**src/rtl/imem_loader_if.sv**
```systemverilog
// Byte-stream input and instruction-memory write bus of the boot loader.
//
// Signals:
//   byte_valid_i  stream source has a byte on byte_i
//   byte_i        stream byte
//   byte_ready_o  loader accepts a byte this cycle
//   imem_wr_en_o  one-cycle instruction-memory write strobe
//   imem_addr_o   write byte address
//   imem_wdata_o  write data
//
// Handshake: a byte transfers on the rising clk edge where byte_valid_i and
// byte_ready_o are both high. The source may raise or drop byte_valid_i at any
// cycle and hold gaps of any length. byte_ready_o depends only on loader state,
// never on byte_valid_i. imem_wr_en_o is a bare strobe with no back-pressure:
// the memory must take the write in the cycle it is asserted.
//
// Modports: master = stream source / memory side, slave = the loader.
interface imem_loader_if;
  logic        byte_valid_i;
  logic [7:0]  byte_i;
  logic        byte_ready_o;
  logic        imem_wr_en_o;
  logic [31:0] imem_addr_o;
  logic [31:0] imem_wdata_o;

  modport master (
    output byte_valid_i,
    output byte_i,
    input  byte_ready_o,
    input  imem_wr_en_o,
    input  imem_addr_o,
    input  imem_wdata_o
  );

  modport slave (
    input  byte_valid_i,
    input  byte_i,
    output byte_ready_o,
    output imem_wr_en_o,
    output imem_addr_o,
    output imem_wdata_o
  );
endinterface

```
**src/rtl/imem_loader.sv**
```systemverilog
// Boot-time program loader: the write side of the instruction memory.
// Takes a byte stream (4-byte little-endian word count N, N little-endian
// words, 1 XOR checksum byte), writes the words to consecutive word addresses
// from BASE_ADDR, and holds the core in reset until a checksum-valid image has
// been written.
//
// Ports:
//   clk         rising-edge clock
//   rst         synchronous active-high reset
//   bus         imem_loader_if.slave: byte stream in, imem write strobe out
//   reload_i    restart loading; honoured only in DONE or ERR
//   core_rst_o  active-high hold-reset to the core (low only in DONE)
//   done_o      image loaded and verified
//   error_o     load failed (oversized header or bad checksum)
//   state_dbg   current FSM state encoding (HDR=0 DATA=1 CHK=2 DONE=3 ERR=4)
module imem_loader #(
  parameter logic [31:0] BASE_ADDR = 32'h0000_0000,
  parameter int unsigned MAX_WORDS = 1024
) (
  input  logic          clk,
  input  logic          rst,
  imem_loader_if.slave  bus,
  input  logic          reload_i,
  output logic          core_rst_o,
  output logic          done_o,
  output logic          error_o,
  output logic [2:0]    state_dbg
);

  typedef enum logic [2:0] {
    S_HDR  = 3'd0,
    S_DATA = 3'd1,
    S_CHK  = 3'd2,
    S_DONE = 3'd3,
    S_ERR  = 3'd4
  } state_t;

  state_t      state_q, state_d;
  logic [1:0]  byte_idx_q;   // byte position within header / current word
  logic [31:0] count_q;      // header word count, shifted in LSB first
  logic [31:0] word_idx_q;   // index k of the word being assembled
  logic [23:0] word_buf_q;   // first three bytes of the current word
  logic [7:0]  csum_q;       // XOR of all header and data bytes so far
  logic        wr_en_q;
  logic [31:0] addr_q;
  logic [31:0] wdata_q;

  logic        ready;
  logic        fire;
  logic        last_byte;
  logic [31:0] hdr_full;
  logic        last_word;

  assign fire      = bus.byte_valid_i & ready;
  assign last_byte = (byte_idx_q == 2'd3);
  // Bytes arrive LSB first, so the 4th byte becomes the top byte.
  assign hdr_full  = {bus.byte_i, count_q[31:8]};
  // count_q >= 1 whenever DATA is active, so the subtraction cannot wrap.
  assign last_word = (word_idx_q == count_q - 32'd1);

  // Next-state and handshake output.
  always_comb begin
    state_d = state_q;
    ready   = 1'b0;
    unique case (state_q)
      S_HDR: begin
        ready = 1'b1;
        if (fire && last_byte) begin
          if (hdr_full > 32'(MAX_WORDS)) state_d = S_ERR;
          else if (hdr_full == 32'd0)    state_d = S_CHK;
          else                           state_d = S_DATA;
        end
      end
      S_DATA: begin
        ready = 1'b1;
        if (fire && last_byte && last_word) state_d = S_CHK;
      end
      S_CHK: begin
        ready = 1'b1;
        if (fire) state_d = (bus.byte_i == csum_q) ? S_DONE : S_ERR;
      end
      S_DONE, S_ERR: begin
        if (reload_i) state_d = S_HDR;
      end
      default: state_d = S_HDR;
    endcase
  end

  // State register and datapath.
  always_ff @(posedge clk) begin
    if (rst) begin
      state_q    <= S_HDR;
      byte_idx_q <= 2'd0;
      count_q    <= 32'd0;
      word_idx_q <= 32'd0;
      word_buf_q <= 24'd0;
      csum_q     <= 8'd0;
      wr_en_q    <= 1'b0;
      addr_q     <= BASE_ADDR;
      wdata_q    <= 32'd0;
    end else begin
      state_q <= state_d;
      wr_en_q <= 1'b0;
      unique case (state_q)
        S_HDR: begin
          if (fire) begin
            count_q    <= hdr_full;
            csum_q     <= csum_q ^ bus.byte_i;
            byte_idx_q <= byte_idx_q + 2'd1;
          end
        end
        S_DATA: begin
          if (fire) begin
            csum_q     <= csum_q ^ bus.byte_i;
            byte_idx_q <= byte_idx_q + 2'd1;
            if (last_byte) begin
              // Write issues in the following cycle, overlapping the next
              // accepted byte, so the stream never stalls.
              wr_en_q    <= 1'b1;
              addr_q     <= BASE_ADDR + {word_idx_q[29:0], 2'b00};
              wdata_q    <= {bus.byte_i, word_buf_q};
              word_idx_q <= word_idx_q + 32'd1;
            end else begin
              word_buf_q <= {bus.byte_i, word_buf_q[23:8]};
            end
          end
        end
        S_CHK: ;
        S_DONE, S_ERR: begin
          if (reload_i) begin
            byte_idx_q <= 2'd0;
            count_q    <= 32'd0;
            word_idx_q <= 32'd0;
            word_buf_q <= 24'd0;
            csum_q     <= 8'd0;
          end
        end
        default: ;
      endcase
    end
  end

  assign bus.byte_ready_o = ready;
  assign bus.imem_wr_en_o = wr_en_q;
  assign bus.imem_addr_o  = addr_q;
  assign bus.imem_wdata_o = wdata_q;
  assign done_o           = (state_q == S_DONE);
  assign error_o          = (state_q == S_ERR);
  assign core_rst_o       = (state_q != S_DONE);
  assign state_dbg        = state_q;

endmodule

```
**src/flat_wrapper.sv**
```systemverilog
// flat-port wrapper written by rule: the top's interface ports become plain ports
module imem_loader_flat 
#(
  parameter logic [31:0] BASE_ADDR = 32'h0000_0000,
  parameter int unsigned MAX_WORDS = 1024
)
  (clk, rst, reload_i, core_rst_o, done_o, error_o, state_dbg, bus_byte_valid_i, bus_byte_i, bus_byte_ready_o, bus_imem_wr_en_o, bus_imem_addr_o, bus_imem_wdata_o);
  imem_loader_if bus_i ();
  input  logic clk;
  input  logic rst;
  input  logic reload_i;
  output logic core_rst_o;
  output logic done_o;
  output logic error_o;
  output logic [2:0] state_dbg;
  input wire logic [$bits(bus_i.byte_valid_i)-1:0] bus_byte_valid_i;
  input wire logic [$bits(bus_i.byte_i)-1:0] bus_byte_i;
  output wire logic [$bits(bus_i.byte_ready_o)-1:0] bus_byte_ready_o;
  output wire logic [$bits(bus_i.imem_wr_en_o)-1:0] bus_imem_wr_en_o;
  output wire logic [$bits(bus_i.imem_addr_o)-1:0] bus_imem_addr_o;
  output wire logic [$bits(bus_i.imem_wdata_o)-1:0] bus_imem_wdata_o;
  assign bus_i.byte_valid_i = bus_byte_valid_i;
  assign bus_i.byte_i = bus_byte_i;
  assign bus_byte_ready_o = bus_i.byte_ready_o;
  assign bus_imem_wr_en_o = bus_i.imem_wr_en_o;
  assign bus_imem_addr_o = bus_i.imem_addr_o;
  assign bus_imem_wdata_o = bus_i.imem_wdata_o;
  imem_loader #(.BASE_ADDR(BASE_ADDR), .MAX_WORDS(MAX_WORDS)) u_core (.clk(clk), .rst(rst), .bus(bus_i), .reload_i(reload_i), .core_rst_o(core_rst_o), .done_o(done_o), .error_o(error_o), .state_dbg(state_dbg));
endmodule
```
**config.mk**
```make
export PLATFORM = sky130hd
export DESIGN_NAME = imem_loader_flat
export DESIGN_NICKNAME = d
export VERILOG_FILES = /design/src/rtl/imem_loader_if.sv /design/src/rtl/imem_loader.sv /design/src/flat_wrapper.sv
export SDC_FILE = /design/constraint.sdc
export NUM_CORES = 1
export LEC_CHECK = 0
export BUFFER_PORTS_ARGS = -buffer_cell sky130_fd_sc_hd__buf_2
export CAP_MARGIN = 25
export CORE_MARGIN = 2
export CORE_UTILIZATION = 40
export DETAILED_ROUTE_END_ITERATION = 6
export HOLD_SLACK_MARGIN = 0.1
export PLACE_DENSITY = 0.59
export SYNTH_ARGS = -nofsm -noshare
export SYNTH_HDL_FRONTEND = slang
export SYNTH_SLANG_ARGS = --single-unit
```
**constraint.sdc**
```tcl
create_clock -name clk -period 3.9 [get_ports clk]
set_input_delay 0.78 -clock clk [delete_from_list [all_inputs] [get_ports clk]]
set_output_delay 0.78 -clock clk [all_outputs]
set_load 0.1 [all_outputs]
```
==> results.cfg <==
[run_status]
status = completed

[placement]
io_buffers = 81
hpwlAfterDp_um = 13400
placed_area_sq_um = 8030
place_ws_ns = 0.669
gp_congestion = 0.908

[layout]
final_area_sq_um = 8600
finish.utilization_pct = 47.4
nNetsFinal = 983
drive_gt1_share_pct = 15.5
areaGrowthSynthToFinish_pct = 15.2
diodes = 0

[synthesis]
ys_seq_elements = 164
synth_common_cells = 164 x dfxtp_1, 147 x nand2_1, 123 x nor2_1
ys.flop_type = dfxtp_1
syn_inst = 927
synth-edff-count = 0
async_reset_ff_share_pct = 0
yosysMostFrequentCell = dfxtp_1
seq_area_frac_synth_pct = 44.0
yosysWarnings = 0
netlist_top_cells_area = dfxtp_1 44%, nand2_1 7.4%, nor2_1 6.2%
yosys.area.top_type = dfxtp_1
syn_avg_cell_area_sq_um = 8.05
synth_top_area_share_pct = 44.0
synth.distinct_cells = 56
synth_area_sq_um = 7460

[sta]
fin_skew_ns = 0.00778
drv_slew = 0
rsz0062_at_grt = false
max_freq_mhz = 307
final-hold-violation-count = 0
worst_pin_slew_ns = 0.878
slew_headroom_pct = 39.9
setup_viol = 0
min_period_ns = 3.26
setup_ws_ns = 0.645
period_share_pct = 83.5
tns_ns = 0

[clock_network]
cts_buffer_depth = 2
cts_buffers = 17
clkLatencyLatePin_ns = 0.43
clkTransAtPathRegs_ns = 0.07
cts_hold_buf = 0
cts_setup_buffers = 0
cts-root-buf = clkbuf_16
cts_sinks = 164
post_cts_resized = 0
cts_max_level = 4
cts_tree = yes

[global_routing]
overflow = 0
grt_max_degree = 65
antenna_found_initial = 1
grt_pass1_vias = 6152
grtUsageTotal_pct = 20.4
grt_pass1_wl_um = 32700

[pwr]
ir_drop_uv = 296
p_per_area_nw_per_um2 = 425
p_comb_share_pct = 7.7
p_switching_w = 0.000962
p_leak_nw = 3.31
switching_share_pct = 26.3
seq_power_share_pct = 47.0
clkPwrFrac_pct = 45.3
p_int_w = 0.00269

[critical_path]
r2r_cells = 8
cp-startpoint = u_core.count_q[8]$_SDFFE_PP0P_
crit_end = u_core.state_dbg[1]$_SDFFE_PP0P_
critPathMaxFanout = 11
worstSetupEndpointType = flip-flop
r2r_end = u_core.state_dbg[1]$_SDFFE_PP0P_
cp.required_ns = 4.24
critPathKind = reg2reg
critPathArrivalTime_ns = 3.60
r2r_start = u_core.count_q[8]$_SDFFE_PP0P_
r2r_slack_ns = 0.64
critPathLaunchType = flip-flop

[run]
maxCapViolations = 0

[die]
io_pins = 84
die_area_sq_um = 19800
coreArea_sq_um = 18100
start_util_pct = 41.1
fp-row-count = 49
die_w_um = 141
die_h_um = 141

[drt]
drc_errors = 0
postRouteWirelength_um = 19800
post_drt_wl_per_cell_um = 16.4
postRouteAntennaNets = 0
via_per_inst = 5.45
drtIter0Drc = 441
num_vias = 6593
dr.pass1.iters = 5

[min_path]
hold_class = reg2reg
area by class of cell:
type | count | area [sq um]
Sequential cell | 164 | 3290
Timing Repair Buffer | 95 | 526
Fill cell | 1801 | 9550
Clock inverter | 14 | 144
Inverter | 7 | 30.0
Clock buffer | 17 | 425
Multi-Input combinational cell | 683 | 3890
Tap cell | 229 | 287
state kept, by name (all words and copies together) (netlist names):
| name | count |
|---|---|
| u_core.byte_idx_q | 2 |
| u_core.bus.imem_wdata_o | 32 |
| u_core.csum_q | 8 |
| u_core.bus.imem_wr_en_o | 1 |
| u_core.bus.imem_addr_o | 30 |
| u_core.word_idx_q | 32 |
| u_core.state_dbg | 3 |
| u_core.word_buf_q | 24 |
| u_core.count_q | 32 |
how the worst min path moves through the flow:
stage                                                        start                                        to  cells past startpoint
final                      u_core.bus.imem_addr_o[22]$_SDFFE_PP0P_   u_core.bus.imem_addr_o[22]$_SDFFE_PP0P_                      2
after global routing       u_core.bus.imem_addr_o[22]$_SDFFE_PP0P_   u_core.bus.imem_addr_o[22]$_SDFFE_PP0P_                      2
after CTS                  u_core.bus.imem_addr_o[22]$_SDFFE_PP0P_   u_core.bus.imem_addr_o[22]$_SDFFE_PP0P_                      2
after detailed placement  u_core.bus.imem_wdata_o[25]$_SDFFE_PP0P_  u_core.bus.imem_wdata_o[25]$_SDFFE_PP0P_                      2
after global placement     u_core.bus.imem_wdata_o[8]$_SDFFE_PP0P_   u_core.bus.imem_wdata_o[8]$_SDFFE_PP0P_                      2
after floorplan                  u_core.word_buf_q[0]$_SDFFE_PP0P_   u_core.bus.imem_wdata_o[0]$_SDFFE_PP0P_                      2
critical path, cell delays in order (launching register included):
cell and delay, ns:
dfxtp_1 0.43, or4_1 0.68, or4_4 0.51, o31a_1 0.27, a2111oi_2 0.28, nand4_1 0.15
a2111oi_2 0.35, nand4_1 0.24, a211oi_2 0.26
metrics by stage:
step / hold slack (ns) / total power, W / cells
after floorplan: 0.432 / 0.00197 / 928
after global placement: 0.439 / 0.00203 / 1178
after detailed placement: 0.443 / 0.00203 / 1178
after CTS: 0.453 / 0.00369 / 1209
after global routing: 0.462 / 0.00379 / 1209
final: 0.449 / 0.00365 / 1209
cell usage in the layout, fill, tap and decap left out, types with 17 or more instances in the layout:
master | synthesis | layout
buf_2 | 1 | 80
o21ai_0 | 17 | 17
a22oi_1 | 58 | 58
xnor2_1 | 30 | 30
xor2_1 | 45 | 45
nor2_1 | 123 | 120
dfxtp_1 | 164 | 161
a21oi_1 | 81 | 81
nand3_1 | 18 | 17
clkbuf_16 | 0 | 17
nand2_1 | 147 | 147
nor3_1 | 26 | 25
metal layers:
| layer | track usage (%) | wire length, um |
|---|---|---|
| met1 | 27.4 | 9310 |
| met2 | 33.1 | 9250 |
| met3 | 4.21 | 906 |
| met4 | 6.32 | 327 |
| met5 | 0 | 13 |
logic make-up (layout without fill, tap and decap cells):
group           after synthesis  count (layout)  synth area share (%)
fa+ha+maj                     3               3                 0.503
simple gates                408             408                  25.4
other cells                   1               2                0.0502
buf+inv                      81             133                  4.39
mux                           5               5                 0.704
compound gates              190             190                  16.2
xor+xnor                     75              75                  8.80
flops                       164             164                  44.0
power groups by stage:
stage	Clock, W	Sequential, W	Combinational [W]
floorplan	0	0.00174	0.000223
global placement	0	0.00175	0.000280
detailed placement	0	0.00175	0.000279
CTS	0.00169	0.00172	0.000280
global route	0.00176	0.00172	0.000309
finish	0.00165	0.00172	0.000281
(Power assumes the default switching activity.)
